`src/rtl/demux_1x2_reg.sv`:
```
// Registered 1-to-2 valid/ready demultiplexer with a one-word holding register per output.
// Optional per-output transfer counters are built when DEMUX_CNT_EN is defined.
module demux_1x2_reg #(
    parameter int WIDTH = 8,
    parameter int CNT_W = 8
) (
    input  logic             clk,
    input  logic             rst,
    input  logic [WIDTH-1:0] in_data,
    input  logic             in_sel,
    input  logic             in_valid,
    output logic             in_ready,
    output logic [WIDTH-1:0] a_data,
    output logic             a_valid,
    input  logic             a_ready,
    output logic [WIDTH-1:0] b_data,
    output logic             b_valid,
    input  logic             b_ready,
    output logic [CNT_W-1:0] a_count,
    output logic [CNT_W-1:0] b_count
);

    logic [WIDTH-1:0] a_data_q, a_data_d;
    logic [WIDTH-1:0] b_data_q, b_data_d;
    logic             a_valid_q, a_valid_d;
    logic             b_valid_q, b_valid_d;

    logic a_space, b_space;
    logic a_fire, b_fire;
    logic in_fire, a_load, b_load;

    assign a_space  = ~a_valid_q | a_ready;
    assign b_space  = ~b_valid_q | b_ready;
    assign a_fire   = a_valid_q & a_ready;
    assign b_fire   = b_valid_q & b_ready;
    assign in_ready = in_sel ? a_space : b_space;
    assign in_fire  = in_valid & in_ready;
    assign a_load   = in_fire & in_sel;
    assign b_load   = in_fire & ~in_sel;

    // A load wins over a drain so a full register refills without a bubble.
    always_comb begin
        a_data_d  = a_data_q;
        a_valid_d = a_valid_q;
        b_data_d  = b_data_q;
        b_valid_d = b_valid_q;
        if (a_load) begin
            a_data_d  = in_data;
            a_valid_d = 1'b1;
        end else if (a_fire) begin
            a_valid_d = 1'b0;
        end
        if (b_load) begin
            b_data_d  = in_data;
            b_valid_d = 1'b1;
        end else if (b_fire) begin
            b_valid_d = 1'b0;
        end
    end

    always_ff @(posedge clk or posedge rst) begin
        if (rst) begin
            a_data_q  <= '0;
            a_valid_q <= 1'b0;
            b_data_q  <= '0;
            b_valid_q <= 1'b0;
        end else begin
            a_data_q  <= a_data_d;
            a_valid_q <= a_valid_d;
            b_data_q  <= b_data_d;
            b_valid_q <= b_valid_d;
        end
    end

    assign a_data  = a_data_q;
    assign a_valid = a_valid_q;
    assign b_data  = b_data_q;
    assign b_valid = b_valid_q;

`ifdef DEMUX_CNT_EN
    logic [CNT_W-1:0] a_cnt_q, a_cnt_d;
    logic [CNT_W-1:0] b_cnt_q, b_cnt_d;

    always_comb begin
        a_cnt_d = a_cnt_q;
        b_cnt_d = b_cnt_q;
        if (a_fire) a_cnt_d = a_cnt_q + 1'b1;
        if (b_fire) b_cnt_d = b_cnt_q + 1'b1;
    end

    always_ff @(posedge clk or posedge rst) begin
        if (rst) begin
            a_cnt_q <= '0;
            b_cnt_q <= '0;
        end else begin
            a_cnt_q <= a_cnt_d;
            b_cnt_q <= b_cnt_d;
        end
    end

    assign a_count = a_cnt_q;
    assign b_count = b_cnt_q;
`else
    assign a_count = '0;
    assign b_count = '0;
`endif

endmodule
```
`config.mk`:
```
export PLATFORM = sky130hd
export DESIGN_NAME = demux_1x2_reg
export DESIGN_NICKNAME = d
export VERILOG_FILES = /design/src/rtl/demux_1x2_reg.sv
export SDC_FILE = /design/constraint.sdc
export NUM_CORES = 1
export LEC_CHECK = 0
export CORE_MARGIN = 1.5
export CORE_UTILIZATION = 40
export DETAILED_ROUTE_END_ITERATION = 8
export PLACE_DENSITY = 0.93
export SYNTH_ARGS = -nofsm -noshare
export SYNTH_HDL_FRONTEND = slang
export SYNTH_SLANG_ARGS = --single-unit
```
`constraint.sdc`:
```
create_clock -name clk -period 1.86 [get_ports clk]
set_clock_uncertainty 0.1 [all_clocks]
set_input_delay 0.558 -clock clk [delete_from_list [all_inputs] [get_ports clk]]
set_output_delay 0.558 -clock clk [all_outputs]
set_load 0.05 [all_outputs]
```
Word-level counts from Yosys, hierarchy flattened
Index checks and enable logic that the tools add are counted.
- bits in registers: 18
- input bits: 14
- output and inout port bits: 35
- logic and storage cells: 21
- mux-type cells: 5
- bitwise operators: 10
- reductions and logical operators: 2
- operator list (cell ; number):
    1-bit bitwise AND ; 5
    1-bit two-way mux ; 5
    2-bit nonzero test ; 2
    1-bit NOT ; 3
    1-bit bitwise OR ; 2

Longest topological paths before layout
Gate-level depths: netlist of the first run.
- depth after elaboration: 6
- depth in mapped cells: 3
- mapped depth without buffers: 3

Worst setup path after synthesis of the first run
OpenSTA, ideal clock, no wires.
- path kind: register -> output
- start: reg a_valid_q, in the netlist a_valid
- end: out in_ready
- arrival: 1565 ps
- required time: 1202 ps
- setup slack: -363 ps
- stages on the path, launching flop included: 3
- path buffers: 0
- cell sequence: dfrtp_1 nor2b_4 a21oi_1
- word-level cells in the longest chain between the ends: 3
- RTL lines (element ; line ; text):
    start: declaration ; 25 ; logic a_valid_q, a_valid_d;
    start signal: assignment ; 69 ; a_valid_q <= a_valid_d;
    1-bit NOT ; 32 ; assign a_space = ~a_valid_q | a_ready;
    1-bit bitwise OR ; 32 ;
    1-bit two-way mux ; 36 ; assign in_ready = in_sel ? a_space : b_space;
    end: declaration ; 12 ; output logic in_ready,
No other way between the ends.

Worst setup path in the final report of the first run
- start: in b_ready
- end: out in_ready
- word-level cells in the longest chain between the ends: 2
- RTL lines (element ; line ; text):
    start: declaration ; 18 ; input logic b_ready,
    1-bit bitwise OR ; 33 ; assign b_space = ~b_valid_q | b_ready;
    1-bit two-way mux ; 36 ;
No other way between the ends.

==> metrics.log, run 1 <==
INFO  metric reported_max_cap_violation_count = 0
INFO  metric cts-root-buf = sky130_fd_sc_hd__clkbuf_4
INFO  metric place_congestion = 0.663
INFO  metric yosys.area.top_type = sky130_fd_sc_hd__dfrtp_1
INFO  metric grt_pass1_vias = 583
INFO  metric post_synth_num_cell_types = 15
INFO  metric clk-insertion-delay-late = 0.28 ns
INFO  metric max_clock_freq = 548 MHz
INFO  metric grt_setup_unrepaired = no
INFO  metric vdd_ir_drop_max = 0.678 mV
INFO  metric critical_path.max_stage_delay = 0.16 ns
INFO  metric synth.cell_area = 851 sq um
INFO  metric result_of_the_run = complete, no violations
INFO  metric dpl_cell_area = 1390 sq um
INFO  metric clock_tree.buffer_depth = 2
INFO  metric share_clk_of_total_power = 0.123
INFO  metric post_route_cells_drive_above_1_share = 0.500
INFO  metric cp.buffers_inverters = 2
INFO  metric h-tree-depth = 1
INFO  metric timing.final.hold_violations = 0
INFO  metric synthesis.yosys.warnings = 0
INFO  metric use_met3 = 0.0307
INFO  metric avgRoutedWirePerCell = 12.8 um
INFO  metric critical-path-slowest-cell = sky130_fd_sc_hd__clkdlybuf4s15_1
INFO  metric ios = 49
INFO  metric die_height = 49.1 um
INFO  metric core = 1980 sq um
INFO  metric synthTopCellsByArea = sky130_fd_sc_hd__dfrtp_1 (53%), sky130_fd_sc_hd__mux2_2 (17%), sky130_fd_sc_hd__buf_4 (14%)
INFO  metric drt_first_iter_violations = 3
INFO  metric p_switching = 585 uW
INFO  metric power_frac_comb = 0.517
INFO  metric cts_tree = built
INFO  metric floorplan.initialDensity = 0.429
INFO  metric timing.critical_path.required = 1.20 ns
INFO  metric die_width = 49.1 um
INFO  metric grt_use_met2 = 0.288
INFO  metric layout_commonest_cell = sky130_fd_sc_hd__buf_12
INFO  metric number_of_buffers_added_to_fix_hold_violations_after_cts = 0
INFO  metric final.min_clock_period = 1.82 ns
INFO  metric synthesized_instance_count = 62
INFO  metric path_clk_slew = 0.09 ns
INFO  metric numPortBuffers = 32
INFO  metric worst-path-max-fanout = 2
INFO  metric globalRouteMet1Util = 0.150
INFO  metric whs = 0.382 ns
INFO  metric fin_crit_sh = 0.981
INFO  metric cp_cell_instances = clkdlybuf4s15_1 > nand2b_4 > nor2_4 > a21oi_4 > buf_12
INFO  metric route.detailed.vias_per_inst = 4.41
INFO  metric crit_path_end_kind = output pin
INFO  metric drc = 0
INFO  metric detailroute.via_count = 578
INFO  metric gr-usage-all-layers = 0.154
INFO  metric drtAntennaViolNets = 0
INFO  metric grt_remaining_overflow = 0
INFO  metric grt_max_degree = 13
INFO  metric antenna_cells_inserted = 0
INFO  metric place_hpwl = 1390 um
INFO  metric cellPowerDensity = 1030 nW/um^2
INFO  metric net_total_in_the_final_layout = 120
INFO  metric critical_path_startpoint_category = input port
INFO  metric crit_arrival = 1.17 ns
INFO  metric power_frac_seq = 0.360
INFO  metric static-leakage-power = 0.670 nW
INFO  metric part_of_the_yosys_area_used_for_sequential_elements = 0.529
INFO  metric internal-power = 890 uW
INFO  metric p_sw_frac = 0.396
INFO  metric finalSetupViolations = 0
INFO  metric most_frequent_cells_in_the_layout = sky130_fd_sc_hd__buf_12 (19), sky130_fd_sc_hd__dfrtp_1 (17), sky130_fd_sc_hd__conb_1 (16)
INFO  metric clk_sink_count = 18
INFO  metric worst_hold_path_type = input port to async pin
INFO  metric first_drt_pass_iteration_count = 3
INFO  metric synth.avg_cell_area = 13.7 sq um
INFO  metric tritoncts.num_buffers = 3
INFO  metric critical_path.top_delay_family = buffers and inverters
INFO  metric crit_type = input port to output pin
INFO  metric globalRoute.busiestLayer = met2
INFO  metric drv_slew = 0
INFO  metric postSynthRegisterBits = 18
INFO  metric postRouteWirelength = 1680 um
INFO  metric area_of_the_die = 2410 sq um
INFO  metric initial_antenna_violation_count = 0
INFO  metric final_area = 1430 sq um
INFO  metric grt_pass1_wl = 2710 um
INFO  metric fp-row-count = 16
INFO  metric syn_to_final_growth = 68.5%
INFO  metric synth_top_area_frac = 0.529
[metrics by stage]
| step | cells | utilization | total power [mW] | TNS [ns] | setup slack [ns] |
|---|---|---|---|---|---|
| 4_1_cts | 129 | 0.715 | 1.48 | 0 | 0.0120 |
| 5_1_grt | 131 | 0.723 | 1.53 | 0 | 0.000577 |
| 3_5_place_dp | 126 | 0.700 | 1.30 | -2.92 | -0.303 |
| 6_report | 131 | 0.723 | 1.48 | 0 | 0.0353 |
| 2_1_floorplan | 77 | - | 0.928 | 0 | 0.0734 |
| 3_3_place_gp | 126 | 0.700 | 1.28 | -2.66 | -0.303 |
[what timing repair did]
action	CTS	global route
resized for setup	10	2
buffers inserted	0	2
setup endpoints to repair	1	1
gates cloned	0	0
pin swaps	2	2
[path summary, 6_finish.rpt]
path | startpoint | to | slack [ns] | cells after the start
worst max-delay path | b_ready | in_ready | 0.04 | 5
worst min-delay path | rst | a_data[4]$_DFFE_PP0P_ | 0.38 | 2
worst max register to register | a_valid$_DFFE_PP0P_ | a_data[4]$_DFFE_PP0P_ | 0.43 | 4
worst min register to register | a_data[0]$_DFFE_PP0P_ | a_data[0]$_DFFE_PP0P_ | 0.45 | 1
max in group asynchronous | rst | b_valid$_DFFE_PP0P_ | 0.84 | 3
min in group clk | a_data[0]$_DFFE_PP0P_ | a_data[0]$_DFFE_PP0P_ | 0.45 | 1
[per-layer routing]
metal  vias to the layer above  routed length (um)
li1                        255                   -
met1                       284                 581
met2                        33                 917
met3                         6                 116
met4                         0                  61
met5                         -                   0
[power groups by stage]
| stage | Sequential [mW] | Combinational [mW] | Clock (mW) |
|---|---|---|---|
| after floorplan | 0.737 | 0.191 | 0 |
| after global placement | 0.535 | 0.746 | 0 |
| after detailed placement | 0.542 | 0.759 | 0 |
| after CTS | 0.534 | 0.761 | 0.188 |
| after global routing | 0.539 | 0.789 | 0.202 |
| final | 0.531 | 0.763 | 0.181 |
[cells by family (layout without fill, tap and decap cells)]
family | Yosys count | count (layout) | synth area share
DFF | 18 | 18 | 0.529
buffers and inverters | 18 | 45 | 0.150
muxes | 16 | 16 | 0.212
and+or+nand+nor | 7 | 7 | 0.0927
AOI/OAI and AO/OA | 2 | 2 | 0.0118
other | 1 | 16 | 0.00441
[registers in the layout, indices dropped and copies added, names as in the netlist]
register  cells
a_data        8
b_data        8
a_valid       1
b_valid       1
[synthesized netlist by cell type]
master and n:
sky130_fd_sc_hd__a21oi_1 1, sky130_fd_sc_hd__buf_4 16, sky130_fd_sc_hd__conb_1 1, sky130_fd_sc_hd__dfrtp_1 18, sky130_fd_sc_hd__inv_1 2, sky130_fd_sc_hd__mux2_1 3, sky130_fd_sc_hd__mux2_2 13, sky130_fd_sc_hd__nand2_2 1
sky130_fd_sc_hd__nand2b_1 1, sky130_fd_sc_hd__nand2b_2 1, sky130_fd_sc_hd__nand3b_4 1, sky130_fd_sc_hd__nor2_1 1, sky130_fd_sc_hd__nor2_8 1, sky130_fd_sc_hd__nor2b_4 1, sky130_fd_sc_hd__o21ai_0 1
[layout make-up]
cell class | instances | area (sq um)
clock buffer | 3 | 22.5
fill | 140 | 548
multi-input combinational | 41 | 353
sequential | 18 | 452
timing repair buffer | 40 | 566
tap | 27 | 33.8
inverter | 2 | 7.51
No activity file was read; power rests on OpenSTA's default activity.
==> run 2: changes to the inputs <==
--- a/config.mk
+++ b/config.mk
@@ -9,6 +9,8 @@
 export CORE_UTILIZATION = 40
 export DETAILED_ROUTE_END_ITERATION = 8
 export PLACE_DENSITY = 0.93
+export SETUP_SLACK_MARGIN = 0.05
+export SLEW_MARGIN = 20
 export SYNTH_ARGS = -nofsm -noshare
 export SYNTH_HDL_FRONTEND = slang
 export SYNTH_SLANG_ARGS = --single-unit
==> metrics.log, run 2 (synthesis results as in run 1) <==
INFO  metric result_of_the_run = complete, no violations
INFO  metric worst-path-max-fanout = 3
INFO  metric tritoncts.num_buffers = 3
INFO  metric crit_type = input port to output pin
INFO  metric drtAntennaViolNets = 0
INFO  metric grt_max_degree = 13
INFO  metric most_frequent_cells_in_the_layout = sky130_fd_sc_hd__buf_12 (19), sky130_fd_sc_hd__dfrtp_1 (18), sky130_fd_sc_hd__conb_1 (16)
INFO  metric cellPowerDensity = 1030 nW/um^2
INFO  metric net_total_in_the_final_layout = 122
INFO  metric h-tree-depth = 1
INFO  metric fp-row-count = 16
INFO  metric die_height = 49.1 um
INFO  metric grt_pass1_wl = 2770 um
INFO  metric reported_max_cap_violation_count = 0
INFO  metric crit_arrival = 1.14 ns
INFO  metric register_to_register_setup_slack = 0.32 ns
INFO  metric static-leakage-power = 0.681 nW
INFO  metric avgRoutedWirePerCell = 12.5 um
INFO  metric cts-root-buf = sky130_fd_sc_hd__clkbuf_4
INFO  metric grt_setup_unrepaired = yes
INFO  metric multi_input_area = 353 sq um
INFO  metric floorplan.initialDensity = 0.429
INFO  metric drc = 0
INFO  metric path_clk_slew = 0.09 ns
INFO  metric drv_slew = 0
INFO  metric whs = 0.381 ns
INFO  metric route.detailed.vias_per_inst = 4.39
INFO  metric final_core_util = 0.725
INFO  metric pre_cts_slack = -0.303 ns
INFO  metric report.power.total = 1.48 mW
INFO  metric area_of_the_die = 2410 sq um
INFO  metric max_clock_freq = 557 MHz
INFO  metric worst_hold_path_type = input port to async pin
INFO  metric dpl_cell_area = 1390 sq um
INFO  metric gr-usage-all-layers = 0.156
INFO  metric crit_path_end_kind = output pin
INFO  metric timing.critical_path.required = 1.20 ns
INFO  metric final_area = 1440 sq um
INFO  metric numPortBuffers = 32
INFO  metric worst_r2r_startpoint = a_valid$_DFFE_PP0P_
INFO  metric vdd_ir_drop_max = 0.677 mV
INFO  metric grt_pass1_vias = 587
INFO  metric initial_antenna_violation_count = 0
INFO  metric dpl.cell_count = 126
INFO  metric finalSetupViolations = 0
INFO  metric cts_tree = built
INFO  metric drt_first_iter_violations = 2
INFO  metric fin_crit_sh = 0.966
INFO  metric postRouteWirelength = 1670 um
INFO  metric first_drt_pass_iteration_count = 2
INFO  metric place_hpwl = 1390 um
INFO  metric core = 1980 sq um
INFO  metric syn_to_final_growth = 69.0%
INFO  metric crit-reg2reg-capture = a_data[5]$_DFFE_PP0P_
INFO  metric antenna_cells_inserted = 0
INFO  metric clk_sink_count = 18
INFO  metric ios = 49
INFO  metric seq_area = 450 sq um
INFO  metric detailroute.via_count = 584
INFO  metric die_width = 49.1 um
INFO  metric final.min_clock_period = 1.80 ns
INFO  metric grt_remaining_overflow = 0
INFO  metric clk-insertion-delay-late = 0.28 ns
INFO  metric layout.cells.non_filler = 133
INFO  metric clock_tree.buffer_depth = 2
INFO  metric timing.final.hold_violations = 0
INFO  metric fin_tns_setup = 0 ns
INFO  metric fillerInstances = 137
INFO  metric postLayoutSetupSlackWorst = 0.0641 ns
INFO  metric critical_path_startpoint_category = input port
INFO  metric reg2reg_path_depth = 5
INFO  metric layout_commonest_cell = sky130_fd_sc_hd__buf_12
INFO  metric post_route_cells_drive_above_1_share = 0.519
INFO  metric place_congestion = 0.663
run 2: cell types whose count changed in the layout (fill, tap and decap cells not counted):
cell | before | now
sky130_fd_sc_hd__buf_2 | 1 | 2
sky130_fd_sc_hd__clkbuf_2 | 0 | 1
sky130_fd_sc_hd__clkdlybuf4s15_1 | 2 | 0
sky130_fd_sc_hd__buf_4 | 8 | 10
sky130_fd_sc_hd__dfrtp_2 | 1 | 0
sky130_fd_sc_hd__dfrtp_1 | 17 | 18
run 2: cell type report:
type | instances | share of cell area
Timing Repair Buffer | 42 | 0.397
Sequential cell | 18 | 0.313
Multi-Input combinational cell | 41 | 0.245
Inverter | 2 | 0.00522
Clock buffer | 3 | 0.0157
Tap cell | 27 | 0.0235
run 2: worst max-delay path by stage:
stage	cells past startpoint	endpoint	from
floorplan	3	in_ready	b_valid$_DFFE_PP0P_
global placement	5	in_ready	b_ready
detailed placement	5	in_ready	b_ready
CTS	4	in_ready	in_sel
global route	4	in_ready	in_sel
finish	4	in_ready	in_sel
run 2: what timing repair did:
item                       4_1_cts  5_1_grt
setup buffers                    3        1
pin swaps                        2        1
setup endpoints to repair        1        1
resized for setup               12        1
hold buffers                     0        0
run 2: critical path, stage by stage:
cell and delay, ns:
sky130_fd_sc_hd__buf_2 0.13, sky130_fd_sc_hd__buf_4 0.15, sky130_fd_sc_hd__a21oi_4 0.16, sky130_fd_sc_hd__buf_12 0.15
run 2: layer usage:
layer,track usage,vias up,part of all wire
li1,-,261,-
met1,0.156,284,0.35
met2,0.291,33,0.54
met3,0.0307,6,0.070
met4,0.100,0,0.033
met5,0,-,0
run 2: report_power, final:
part	internal [mW]	switching, mW
combinational	0.359	0.407
sequential	0.459	0.0715
clock	0.0751	0.106
==> run 3: changes to the inputs <==
--- a/config.mk
+++ b/config.mk
@@ -7,6 +7,7 @@
 export LEC_CHECK = 0
 export CORE_MARGIN = 1.5
 export CORE_UTILIZATION = 40
+export CTS_BUF_LIST = sky130_fd_sc_hd__clkbuf_4 sky130_fd_sc_hd__clkbuf_8 sky130_fd_sc_hd__clkbuf_16
 export DETAILED_ROUTE_END_ITERATION = 8
 export PLACE_DENSITY = 0.93
 export SETUP_SLACK_MARGIN = 0.05
==> results of run 3 <==
No change in the layout: final DEF, timing and power equal those of run 2.
